### config.mk
export PLATFORM = sky130hd
export DESIGN_NAME = spi_master16
export DESIGN_NICKNAME = d
export VERILOG_FILES = /design/src/rtl/spi_pkg.sv /design/src/rtl/sync2.sv /design/src/rtl/spi_master16.sv
export SDC_FILE = /design/constraint.sdc
export NUM_CORES = 1
export LEC_CHECK = 0
export ABC_AREA = 1
export ABC_CLOCK_PERIOD_IN_PS = 2300
export BUFFER_PORTS_ARGS = -buffer_cell sky130_fd_sc_hd__buf_2
export CORE_MARGIN = 1
export CORE_UTILIZATION = 25
export CTS_CLUSTER_SIZE = 20
export DETAILED_ROUTE_END_ITERATION = 8
export PLACE_DENSITY = 0.43
export SLEW_MARGIN = 20
export SYNTH_ARGS = -nofsm -noshare
export SYNTH_HDL_FRONTEND = slang
export SYNTH_SLANG_ARGS = --single-unit
### constraint.sdc
create_clock -name CLK -period 2.3 [get_ports CLK]
set_clock_uncertainty 0.05 [all_clocks]
set_input_delay 0.46 -clock CLK [delete_from_list [all_inputs] [get_ports CLK]]
set_output_delay 0.46 -clock CLK [all_outputs]
set_load 0.1 [all_outputs]
### src/rtl/spi_pkg.sv
// rtl/spi_pkg.sv - shared types and constants for the 16-bit SPI master
// Contents:
//   spi_state_t          frame sequencer states
//   SPI_FRAME_BITS       bits per frame
//   SPI_DEFAULT_CLK_DIV  default SCK half-period in system clock cycles
package spi_pkg;

  typedef enum logic [1:0] {
    IDLE  = 2'd0,
    SETUP = 2'd1,
    SHIFT = 2'd2,
    GAP   = 2'd3
  } spi_state_t;

  localparam int SPI_FRAME_BITS      = 16;
  localparam int SPI_DEFAULT_CLK_DIV = 12;

endpackage

### src/rtl/sync2.sv
// rtl/sync2.sv - two-flop synchronizer for an asynchronous input
// Ports:
//   clk  in   system clock
//   rst  in   synchronous active-high reset, clears both flops
//   d    in   asynchronous input
//   q    out  synchronized copy of d, two cycles late
module sync2 (
  input  logic clk,
  input  logic rst,
  input  logic d,
  output logic q
);

  logic meta;

  always_ff @(posedge clk) begin
    if (rst) begin
      meta <= 1'b0;
      q    <= 1'b0;
    end else begin
      meta <= d;
      q    <= meta;
    end
  end

endmodule

### src/rtl/spi_master16.sv
// rtl/spi_master16.sv - 16-bit SPI mode-0 master with cs_n framing
// Ports:
//   CLK      in   system clock, rising edge
//   RST      in   synchronous active-high reset
//   start    in   frame request, honoured only while idle
//   tx_data  in   frame to send, sampled on acceptance
//   busy     out  frame in progress
//   done     out  one-cycle pulse on return to idle
//   rx_data  out  last frame captured from miso
//   sck      out  SPI clock, idles low
//   mosi     out  serial data out, MSB first
//   cs_n     out  chip select, active low
//   miso     in   serial data in, asynchronous
module spi_master16
  import spi_pkg::*;
#(
  parameter int CLK_DIV = SPI_DEFAULT_CLK_DIV
) (
  input  logic        CLK,
  input  logic        RST,
  input  logic        start,
  input  logic [15:0] tx_data,
  output logic        busy,
  output logic        done,
  output logic [15:0] rx_data,
  output logic        sck,
  output logic        mosi,
  output logic        cs_n,
  input  logic        miso
);

  localparam int              DIV_W    = $clog2(CLK_DIV);
  localparam logic [DIV_W-1:0] DIV_LAST = DIV_W'(CLK_DIV - 1);
  localparam logic [3:0]      BIT_LAST = 4'(SPI_FRAME_BITS - 1);

  spi_state_t       state, state_n;
  logic [DIV_W-1:0] div_cnt, div_cnt_n;
  logic [3:0]       bit_cnt, bit_cnt_n;
  logic             low_half, low_half_n;
  logic [15:0]      tx_sr, tx_sr_n;
  logic [15:0]      rx_sr;
  logic             miso_s;
  logic             half_end;
  logic             sck_d, mosi_d, cs_n_d, busy_d, done_d;

  sync2 u_miso_sync (
    .clk (CLK),
    .rst (RST),
    .d   (miso),
    .q   (miso_s)
  );

  assign half_end = (div_cnt == DIV_LAST);

  // state register, including the counters and tx shifter that sequence it
  always_ff @(posedge CLK) begin
    if (RST) begin
      state    <= IDLE;
      div_cnt  <= '0;
      bit_cnt  <= '0;
      low_half <= 1'b0;
      tx_sr    <= '0;
    end else begin
      state    <= state_n;
      div_cnt  <= div_cnt_n;
      bit_cnt  <= bit_cnt_n;
      low_half <= low_half_n;
      tx_sr    <= tx_sr_n;
    end
  end

  // next-state logic; every phase lasts CLK_DIV cycles
  always_comb begin
    state_n    = state;
    div_cnt_n  = div_cnt + DIV_W'(1);
    bit_cnt_n  = bit_cnt;
    low_half_n = low_half;
    tx_sr_n    = tx_sr;
    case (state)
      IDLE: begin
        div_cnt_n = '0;
        if (start) begin
          state_n    = SETUP;
          bit_cnt_n  = '0;
          low_half_n = 1'b0;
          tx_sr_n    = tx_data;
        end
      end
      SETUP: begin
        if (half_end) begin
          div_cnt_n  = '0;
          state_n    = SHIFT;
          low_half_n = 1'b0;
        end
      end
      SHIFT: begin
        if (half_end) begin
          div_cnt_n = '0;
          if (!low_half) begin
            // falling sck: present the next bit for the following rise
            low_half_n = 1'b1;
            tx_sr_n    = {tx_sr[14:0], 1'b0};
          end else if (bit_cnt == BIT_LAST) begin
            state_n    = GAP;
            low_half_n = 1'b0;
          end else begin
            bit_cnt_n  = bit_cnt + 4'd1;
            low_half_n = 1'b0;
          end
        end
      end
      GAP: begin
        if (half_end) begin
          div_cnt_n = '0;
          state_n   = IDLE;
        end
      end
      default: state_n = IDLE;
    endcase
  end

  // outputs are decoded from the next state so the pins come straight off flops
  always_comb begin
    sck_d  = 1'b0;
    mosi_d = 1'b0;
    cs_n_d = 1'b1;
    busy_d = 1'b1;
    done_d = 1'b0;
    case (state_n)
      IDLE: begin
        busy_d = 1'b0;
        done_d = (state == GAP);
      end
      SETUP: begin
        cs_n_d = 1'b0;
        mosi_d = tx_sr_n[15];
      end
      SHIFT: begin
        cs_n_d = 1'b0;
        sck_d  = !low_half_n;
        // the last low half is chip-select hold time, mosi parked low
        mosi_d = (low_half_n && bit_cnt_n == BIT_LAST) ? 1'b0 : tx_sr_n[15];
      end
      default: ;
    endcase
  end

  always_ff @(posedge CLK) begin
    if (RST) begin
      sck     <= 1'b0;
      mosi    <= 1'b0;
      cs_n    <= 1'b1;
      busy    <= 1'b0;
      done    <= 1'b0;
      rx_sr   <= '0;
      rx_data <= '0;
    end else begin
      sck  <= sck_d;
      mosi <= mosi_d;
      cs_n <= cs_n_d;
      busy <= busy_d;
      done <= done_d;
      // sample in the first high-half cycle, a full half-period after the fall
      if (state == SHIFT && !low_half && div_cnt == '0)
        rx_sr <= {rx_sr[14:0], miso_s};
      if (state == GAP && state_n == IDLE)
        rx_data <= rx_sr;
    end
  end

endmodule

After elaboration in Yosys (flattened, before gate mapping)

Index checks and enable logic that the tools add are counted.

Bits in latches: 0
Input bits: 20
ROM bits: 0
RAM bits: 0
Register bits after elaboration: 66
Memories: 0

Order comparisons: 0
Bitwise gates (word level): 2
Multiplexer cells: 27
Equality and inequality tests: 11
Add/sub/neg operators: 2
Divide/modulo/power cells: 0
$mul: 0
Reductions and logical operators: 15
Shift-type cells: 0

Operator list:

| kind                                                | number |
|---|---|
| two-way mux 16 bit                                  | 3 |
| one-hot mux 16 bit (2 select lines)                 | 1 |
| two-way mux 4 bit                                   | 5 |
| one-hot mux 4 bit (2 select lines)                  | 2 |
| equality test 4 bit, second input constant          | 3 |
| two-way mux 2 bit                                   | 6 |
| adder 4 x 1 -> 4 bit, second input constant         | 2 |
| one-hot mux 2 bit (4 select lines)                  | 1 |
| two-way mux 1 bit                                   | 7 |
| equality test 2 bit, second input constant          | 3 |
| inequality test 2 bit, second input constant        | 3 |
| OR reduction 2 bit                                  | 3 |
| equality test 2 x 1 -> 1 bit, second input constant | 2 |
| logical AND 1 bit                                   | 4 |
| logical NOT 2 bit                                   | 2 |
| logical NOT 4 bit                                   | 1 |
| AND reduction 4 bit                                 | 1 |
| one-hot mux 1 bit (3 select lines)                  | 1 |
| OR reduction 3 bit                                  | 1 |
| logical NOT 1 bit                                   | 2 |
| inverter 1 bit                                      | 2 |
| one-hot mux 1 bit (2 select lines)                  | 1 |
| nonzero test 2 bit                                  | 1 |

Logic depth before layout (Yosys ltp)

Gate-level depths: netlist (run 1).

Depth after elaboration: 9
Depth in mapped cells: 13
Depth with buffers taken out: 11

By module

From an unflattened synthesis (run 1), not the netlist that was laid out.

Cells, all modules: 359
Area total of the unflattened synthesis: 2743.9 um^2

Modules (own cells, without submodules):

| module       | seq. area each (um^2) | cells each | times used | area each (um^2) |
|---|---|---|---|---|
| spi_master16 | 1281.2                | 353        | 1          | 2688.8 |
| sync2        | 40.0                  | 6          | 1          | 55.1 |

Worst setup path after synthesis (run 1)

OpenSTA, ideal clock, no wires.

Path type: reg2reg
Start: reg div_cnt[0]
End: reg rx_data[14]
Stages on the path, launching flop included: 13
Library setup time: 71 ps
Required time: 2179 ps
Period minus slack after synthesis: 2222 ps
Path buffers: 2
Setup slack: 78 ps
Arrival time: 2102 ps
Cell sequence: dfxtp_1 ha_1 nand3_2 inv_1 a211oi_1 and2_1 inv_1 ha_1 clkbuf_1 nand2_1 buf_2 nand2_1 a21oi_1

Longest elaborated chain between the ends: 5
Elaborated cells between the ends (all ways): 7
Those cells by class: 1 x eq/ne; 4 x mux; 2 x reduce/logical

RTL lines:

| what                                   | line                                                        | text |
|---|---|---|
| start: declaration                     | spi_master16.sv:37                                          | `logic [DIV_W-1:0] div_cnt, div_cnt_n;` |
| start signal: assignment               | spi_master16.sv:65                                          | `div_cnt <= div_cnt_n;` |
| equality test 4 bit (*)                | spi_master16.sv:53                                          | `assign half_end = (div_cnt == DIV_LAST);` |
| two-way mux 2 bit (on tied branches)   | spi_master16.sv:113, spi_master16.sv:90, spi_master16.sv:97 |  |
| one-hot mux 2 bit (4 select lines) (*) | spi_master16.sv:79                                          | `case (state)` |
| named net state_n[0]                   | spi_master16.sv:36                                          | `spi_state_t state, state_n;` |
| logical NOT 2 bit (*)                  | spi_master16.sv:166                                         | `if (state == GAP && state_n == IDLE)` |
| logical AND 1 bit (*)                  | spi_master16.sv:166                                         |  |
| end signal: assignment                 | spi_master16.sv:167                                         | `rx_data <= rx_sr;` |
| end: declaration                       | spi_master16.sv:25                                          | `output logic [15:0] rx_data,` |

Mark *: on every way through the listed nets, which the timed path passes. The rest lies on a longest branch.
A chain may end at the register's enable or synchronous reset.

Worst setup path after layout (run 1)

Start: reg bit_cnt[1]
End: reg rx_data[15]

Longest elaborated chain between the ends: 7

RTL lines:

| what                               | line                | text |
|---|---|---|
| start: declaration                 | spi_master16.sv:38  | `logic [3:0] bit_cnt, bit_cnt_n;` |
| start signal: assignment           | spi_master16.sv:66  | `bit_cnt <= bit_cnt_n;` |
| equality test 4 bit                | spi_master16.sv:103 | `end else if (bit_cnt == BIT_LAST) begin` |
| two-way mux 2 bit                  | spi_master16.sv:103 |  |
| two-way mux 2 bit                  | spi_master16.sv:99  | `if (!low_half) begin` |
| two-way mux 2 bit                  | spi_master16.sv:97  | `if (half_end) begin` |
| one-hot mux 2 bit (4 select lines) | spi_master16.sv:79  |  |
| named net state_n[0]               | spi_master16.sv:36  |  |
| logical NOT 2 bit                  | spi_master16.sv:166 |  |
| logical AND 1 bit                  | spi_master16.sv:166 |  |

The timed path passes the listed nets, and every way through them passes these cells.

==> results of run 1 <==
-- layout make-up --
cell class,count,area [um^2],share of cell area (%)
Sequential cell,66,1323,39.93
Multi-Input combinational cell,245,1205,36.38
Timing Repair Buffer,52,294.0,8.878
Tap cell,136,170.2,5.138
Clock buffer,13,158.9,4.798
Inverter,27,101.3,3.060
Clock inverter,2,60.06,1.813
-- synth_stat cells (all sizes together) --
library cell  instances
dfxtp                66
nor3                  4
inv                  26
a221oi                3
and2                  1
or2                   2
nor4                  1
a31oi                10
a21oi                27
a22oi                 3
nor2                 51
clkbuf               10
clkinv                1
nand4                 2
buf                   5
nand2                83
o21ai                20
o21bai                2
a211oi                1
ha                    7
nand3                28
-- worst min-delay path by stage --
stage | startpoint | endpoint | slack [ns] | depth (start not counted)
floorplan | u_miso_sync.meta | u_miso_sync.q | 0.34 | 2
global placement | u_miso_sync.meta | u_miso_sync.q | 0.35 | 2
detailed placement | u_miso_sync.meta | u_miso_sync.q | 0.35 | 2
CTS | miso | u_miso_sync.meta | 0.25 | 3
global route | miso | u_miso_sync.meta | 0.27 | 3
finish | miso | u_miso_sync.meta | 0.27 | 3
-- state kept, by name, indices dropped and copies added, names as in the netlist --
register          count
busy                  1
rx_data              16
low_half              1
state                 2
u_miso_sync.meta      1
done                  1
mosi                  1
u_miso_sync.q         1
bit_cnt               4
sck                   1
tx_sr                16
div_cnt               4
rx_sr                16
cs_n                  1
-- power by group --
part           internal, mW  switching, mW  leakage (nW)  total (mW)
combinational        0.0464         0.0941         0.782       0.140
sequential             1.17         0.0131         0.536        1.18
clock                 0.666          0.437         0.110        1.10
-- cell families (layout without fill, tap and decap cells) --
kind of cell / Yosys count / in the layout / share of synthesized area (%)
DFF: 66 / 66 / 49.05
buffers and inverters: 42 / 94 / 6.316
AOI/OAI and AO/OA: 66 / 66 / 13.70
and+or+nand+nor: 172 / 172 / 27.68
adders and majority gates: 7 / 7 / 3.251
-- layout by cell type (no fill, tap or decap) --
cell and instances:
inv_2 2, a221oi_1 3, nor2_4 2, a211oi_1 1
o21ai_0 19, ha_1 6, nor2_1 48, nand4_1 2
bufinv_16 2, clkbuf_8 11, o21ai_1 1, a31oi_1 10
buf_4 11, inv_1 24, ha_2 1, o21bai_1 2
a22oi_1 3, clkinv_1 1, nor2_2 1, nand3_1 27
buf_2 40, buf_6 1, nor4_4 1, nand2_1 82
and2_1 1, or2_2 2, nand2_4 1, nor3_1 4
dfxtp_1 65, clkbuf_1 2, dfxtp_2 1, nand3_2 1
a21oi_1 27
-- worst max-delay path: stages, from the launching register on --
cell	delay, ns
dfxtp_1	0.36
ha_2	0.21
nand3_1	0.16
nand2_1	0.10
inv_1	0.06
a211oi_1	0.15
and2_1	0.17
inv_1	0.07
ha_1	0.21
buf_4	0.21
nand3_1	0.11
a21oi_1	0.07
-- metrics by stage --
step	TNS (ns)	instances	util [%]
6_report	0	541	31.94
5_1_grt	-0.00006528	541	31.94
4_1_cts	0	540	31.79
3_5_place_dp	0	525	29.68
3_3_place_gp	0	525	29.68
2_1_floorplan	0	353	-
-- repair_timing --
| action | CTS | global route |
|---|---|---|
| buffers inserted | 0 | 1 |
| resized for setup | 0 | 3 |
| endpoints found under the setup margin | 0 | 9 |
-- routing by layer --
| layer | global-route usage, % | share of wire, % | wire [um] | vias to the layer above |
|---|---|---|---|---|
| li1 | - | - | - | 1251 |
| met4 | 4.762 | 1.4 | 93 | 0 |
| met2 | 17.55 | 44 | 2838 | 35 |
| met1 | 16.26 | 52 | 3362 | 1090 |
| met3 | 3.834 | 3.5 | 225 | 6 |
| met5 | 0 | 0 | 0 | - |
==> results.tsv, run 1 <==
metric	value	unit
final_antenna_net_count	0	
io_pins	41	
power	2.423	mW
die_w	105.8	um
overflow	0	
nets	428	
max_freq	486.4	MHz
crit_path_start_kind	flip-flop	
ys_warn_count	0	
antenna_cells	0	
slew_violations	0	
cap_violations	0	
place_congestion	0.7805	
antenna_found_initial	0	
grt_pass1_vias	2092	
hold_violations	0	
fill_cells	1143	
core_region_area	10370	um^2
end_kind	flip-flop	
area_growth	22.94	%
p_per_area	731.7	nW/um^2
drive_gt1_share	19.01	%
chipHeight	105.8	um
via_per_inst	4.403	
dp_hpwl	4438	um
routed_wl	6520	um
htreeDepth	3	
num_rows	37	
initial_core_util	25.98	%
syn_area_per_cell	7.631	um^2
ys_ff_latch	66	
power.leakage	1.428	nW
cts_tree	built	
synth_nets	380	
worstPathArrival	2.21	ns
drc	0	
yosys.area.top_type	dfxtp_1	
cts_made_buffers	9	
clockBufferDepth	2	
hold_ws	0.2715	ns
cts_hold_buf	0	
worst_pin_slew	0.5027	ns
critPathMaxFanout	17	
cts_sinks	66	
worstReg2RegEnd	rx_data[15]	
drtPass1Iterations	4	
die_area	11190	um^2
clk_pin_slew	0.07	ns
finalCriticalPeriod	2.056	ns
synth.top_cell.area_share	49.05	%
ys_seq_area_share	49.05	%
grt_first_pass_wirelength	10470	um
num_vias	2382	
synthCells	353	
avgRoutedWirePerCell	12.05	um
drt_iter0_markers	106	
min_path_type	input pin to flip-flop	
vdd_drop_max	258.6	uV
cts-root-buf	clkbuf_8	
grt_max_degree	44	
clk_latency	0.34	ns
path_class	flip-flop to flip-flop	
ys_types	30	
fin_crit_sh	89.39	%
stdcell_area	3312	um^2
reg2reg_from	bit_cnt[1]	
setup_viol	0	
placed_area	3078	um^2
layout_setup_ws	0.2440	ns
crit_end	rx_data[15]	
cp-startpoint	bit_cnt[1]	
r2r_slack	0.24	ns
synth_area_leaders	dfxtp_1 49%, nand2_1 11%, nor2_1 6.7%	
post-place-ws	0.1835	ns
synth_area	2694	um^2
cp.required	2.45	ns
maxSlewHeadroom	66.71	%
portBuffers	40	
grt_usage	12.01	%
reg2reg_depth	11	
outcome	finished clean	
(Power assumes the default switching activity.)
==> run 2: changes to the inputs <==
--- a/config.mk
+++ b/config.mk
@@ -9,10 +9,10 @@
 export ABC_CLOCK_PERIOD_IN_PS = 2300
 export BUFFER_PORTS_ARGS = -buffer_cell sky130_fd_sc_hd__buf_2
 export CORE_MARGIN = 1
-export CORE_UTILIZATION = 25
+export CORE_UTILIZATION = 50
 export CTS_CLUSTER_SIZE = 20
 export DETAILED_ROUTE_END_ITERATION = 8
-export PLACE_DENSITY = 0.43
+export PLACE_DENSITY = 0.74
 export SLEW_MARGIN = 20
 export SYNTH_ARGS = -nofsm -noshare
 export SYNTH_HDL_FRONTEND = slang
==> run 2 against run 1 <==
Combinational power shrank 5%; global-route usage grew 10 points; die area shrank 49%; total power shrank 5.2%; fmax grew 0.32%; sequential cell count is the same; final area shrank 3.6%; first-iteration DRC count grew 13%.
==> results.tsv, run 2 (same netlist as run 1, synthesis figures left out) <==
metric	value	unit
crit_path_start_kind	flip-flop	
core_region_area	5140	um^2
p_int	1.769	mW
worstReg2RegEnd	rx_data[9]	
drt_iter0_markers	120	
hold_violations	0	
cap_violations	0	
avgRoutedWirePerCell	12.13	um
nets	425	
critPathMaxFanout	17	
htreeDepth	3	
finalCriticalPeriod	2.049	ns
cts_tree	built	
clockBufferDepth	2	
reg_top3	rx_data (16), rx_sr (16), tx_sr (16)	
cts_made_buffers	9	
antenna_found_initial	0	
power	2.297	mW
via_per_inst	5.089	
drtPass1Iterations	4	
outcome	finished clean	
p_clk_share	42.8	%
initial_core_util	52.41	%
place_congestion	0.8029	
p_per_area	719.2	nW/um^2
maxSlewHeadroom	67.57	%
cts_resized	0	
finalSetupTns	0	ns
end_kind	flip-flop	
worst_pin_slew	0.4859	ns
p_sw	0.5282	mW
drc	0	
final_antenna_net_count	0	
swShare	22.99	%
num_vias	2407	
reg2reg_depth	11	
path_class	flip-flop to flip-flop	
area_growth	18.58	%
routed_wl	5738	um
die_w	75.40	um
slew_violations	0	
num_rows	26	
cts-root-buf	clkbuf_8	
clk_latency	0.33	ns
fin_crit_sh	89.11	%
grt_usage	22.09	%
die_area	5685	um^2
power.leakage	1.406	nW
min_path_type	input pin to flip-flop	
worstPathArrival	2.19	ns
final_cell_mix	82 x nand2_1, 66 x dfxtp_1, 48 x nor2_1, 40 x buf_2, 27 x a21oi_1	
cts_hold_buf	0	
vdd_drop_max	590.3	uV
power_frac_seq	51.4	%
chipHeight	75.40	um
setup_viol	0	
grt_max_degree	44	
clk_pin_slew	0.07	ns
layout_commonest_cell	nand2_1	
dp_hpwl	3831	um
antenna_cells	0	
io_pins	41	
reg2reg_from	bit_cnt[0]	
drive_gt1_share	18.61	%
overflow	0	
cp.required	2.44	ns
rsz0062_at_grt	no	
cp-startpoint	bit_cnt[0]	
r2r_slack	0.25	ns
portBuffers	40	
crit_end	rx_data[9]	
cts_sinks	66	
p_comb_share	5.8	%
postCtsSetupRepairBufs	0	
max_freq	487.9	MHz
fill_cells	466	
grt_pass1_vias	2120	
grt_first_pass_wirelength	9515	um
==> run 2: final cells by class <==
cell class                 instances  area [um^2]  area share (%)
inverter                          27        101.3           3.173
sequential                        66         1321           41.36
multi-input combinational        245         1207           37.80
timing repair buffer              49        271.5           8.500
tap                               70        87.58           2.742
clock inverter                     4        50.05           1.567
clock buffer                      12        155.1           4.857
==> run 2: power groups by stage <==
stage | clock network, mW | registers [mW] | logic [mW]
2_1_floorplan | 0 | 1.23 | 0.0712
3_3_place_gp | 0 | 1.21 | 0.133
3_5_place_dp | 0 | 1.21 | 0.134
4_1_cts | 1.01 | 1.18 | 0.134
5_1_grt | 1.05 | 1.18 | 0.150
6_report | 0.983 | 1.18 | 0.133
==> run 2: worst min path at each step <==
stage | startpoint | to | slack, ns | depth (start not counted)
final | miso | u_miso_sync.meta | 0.28 | 3
after global routing | miso | u_miso_sync.meta | 0.31 | 3
after CTS | miso | u_miso_sync.meta | 0.26 | 3
after detailed placement | u_miso_sync.meta | u_miso_sync.q | 0.35 | 2
after global placement | u_miso_sync.meta | u_miso_sync.q | 0.34 | 2
after floorplan | u_miso_sync.meta | u_miso_sync.q | 0.34 | 2
==> run 2: worst max-delay path, stage by stage (launching register included) <==
cell and delay [ns]:
dfxtp_1 0.38, ha_1 0.23, nand3_2 0.13, nand2_1 0.08, inv_1 0.06, a211oi_1 0.15, and2_1 0.18, inv_1 0.08
ha_1 0.21, buf_4 0.20, nand3_1 0.11, a21oi_1 0.07
==> run 2: metrics by stage <==
| stage | instances | instance area [um^2] | utilization, % | hold slack (ns) | worst slack (ns) |
|---|---|---|---|---|---|
| 2_1_floorplan | 353 | 2694 | - | 0.3383 | 0.07763 |
| 3_3_place_gp | 457 | 2980 | 57.98 | 0.3428 | 0.3199 |
| 3_5_place_dp | 457 | 2980 | 57.98 | 0.3487 | 0.2323 |
| 4_1_cts | 473 | 3186 | 61.98 | 0.2637 | 0.1909 |
| 5_1_grt | 473 | 3194 | 62.15 | 0.3083 | 0.01553 |
| 6_report | 473 | 3194 | 62.15 | 0.2753 | 0.2506 |
==> run 2: per-layer routing <==
layer,global-route usage (%),wire length [um],vias to the layer above
met5,0,0,-
met4,8.025,46,0
met3,5.688,191,4
met2,35.12,2637,40
met1,29.13,2863,1119
li1,-,-,1244
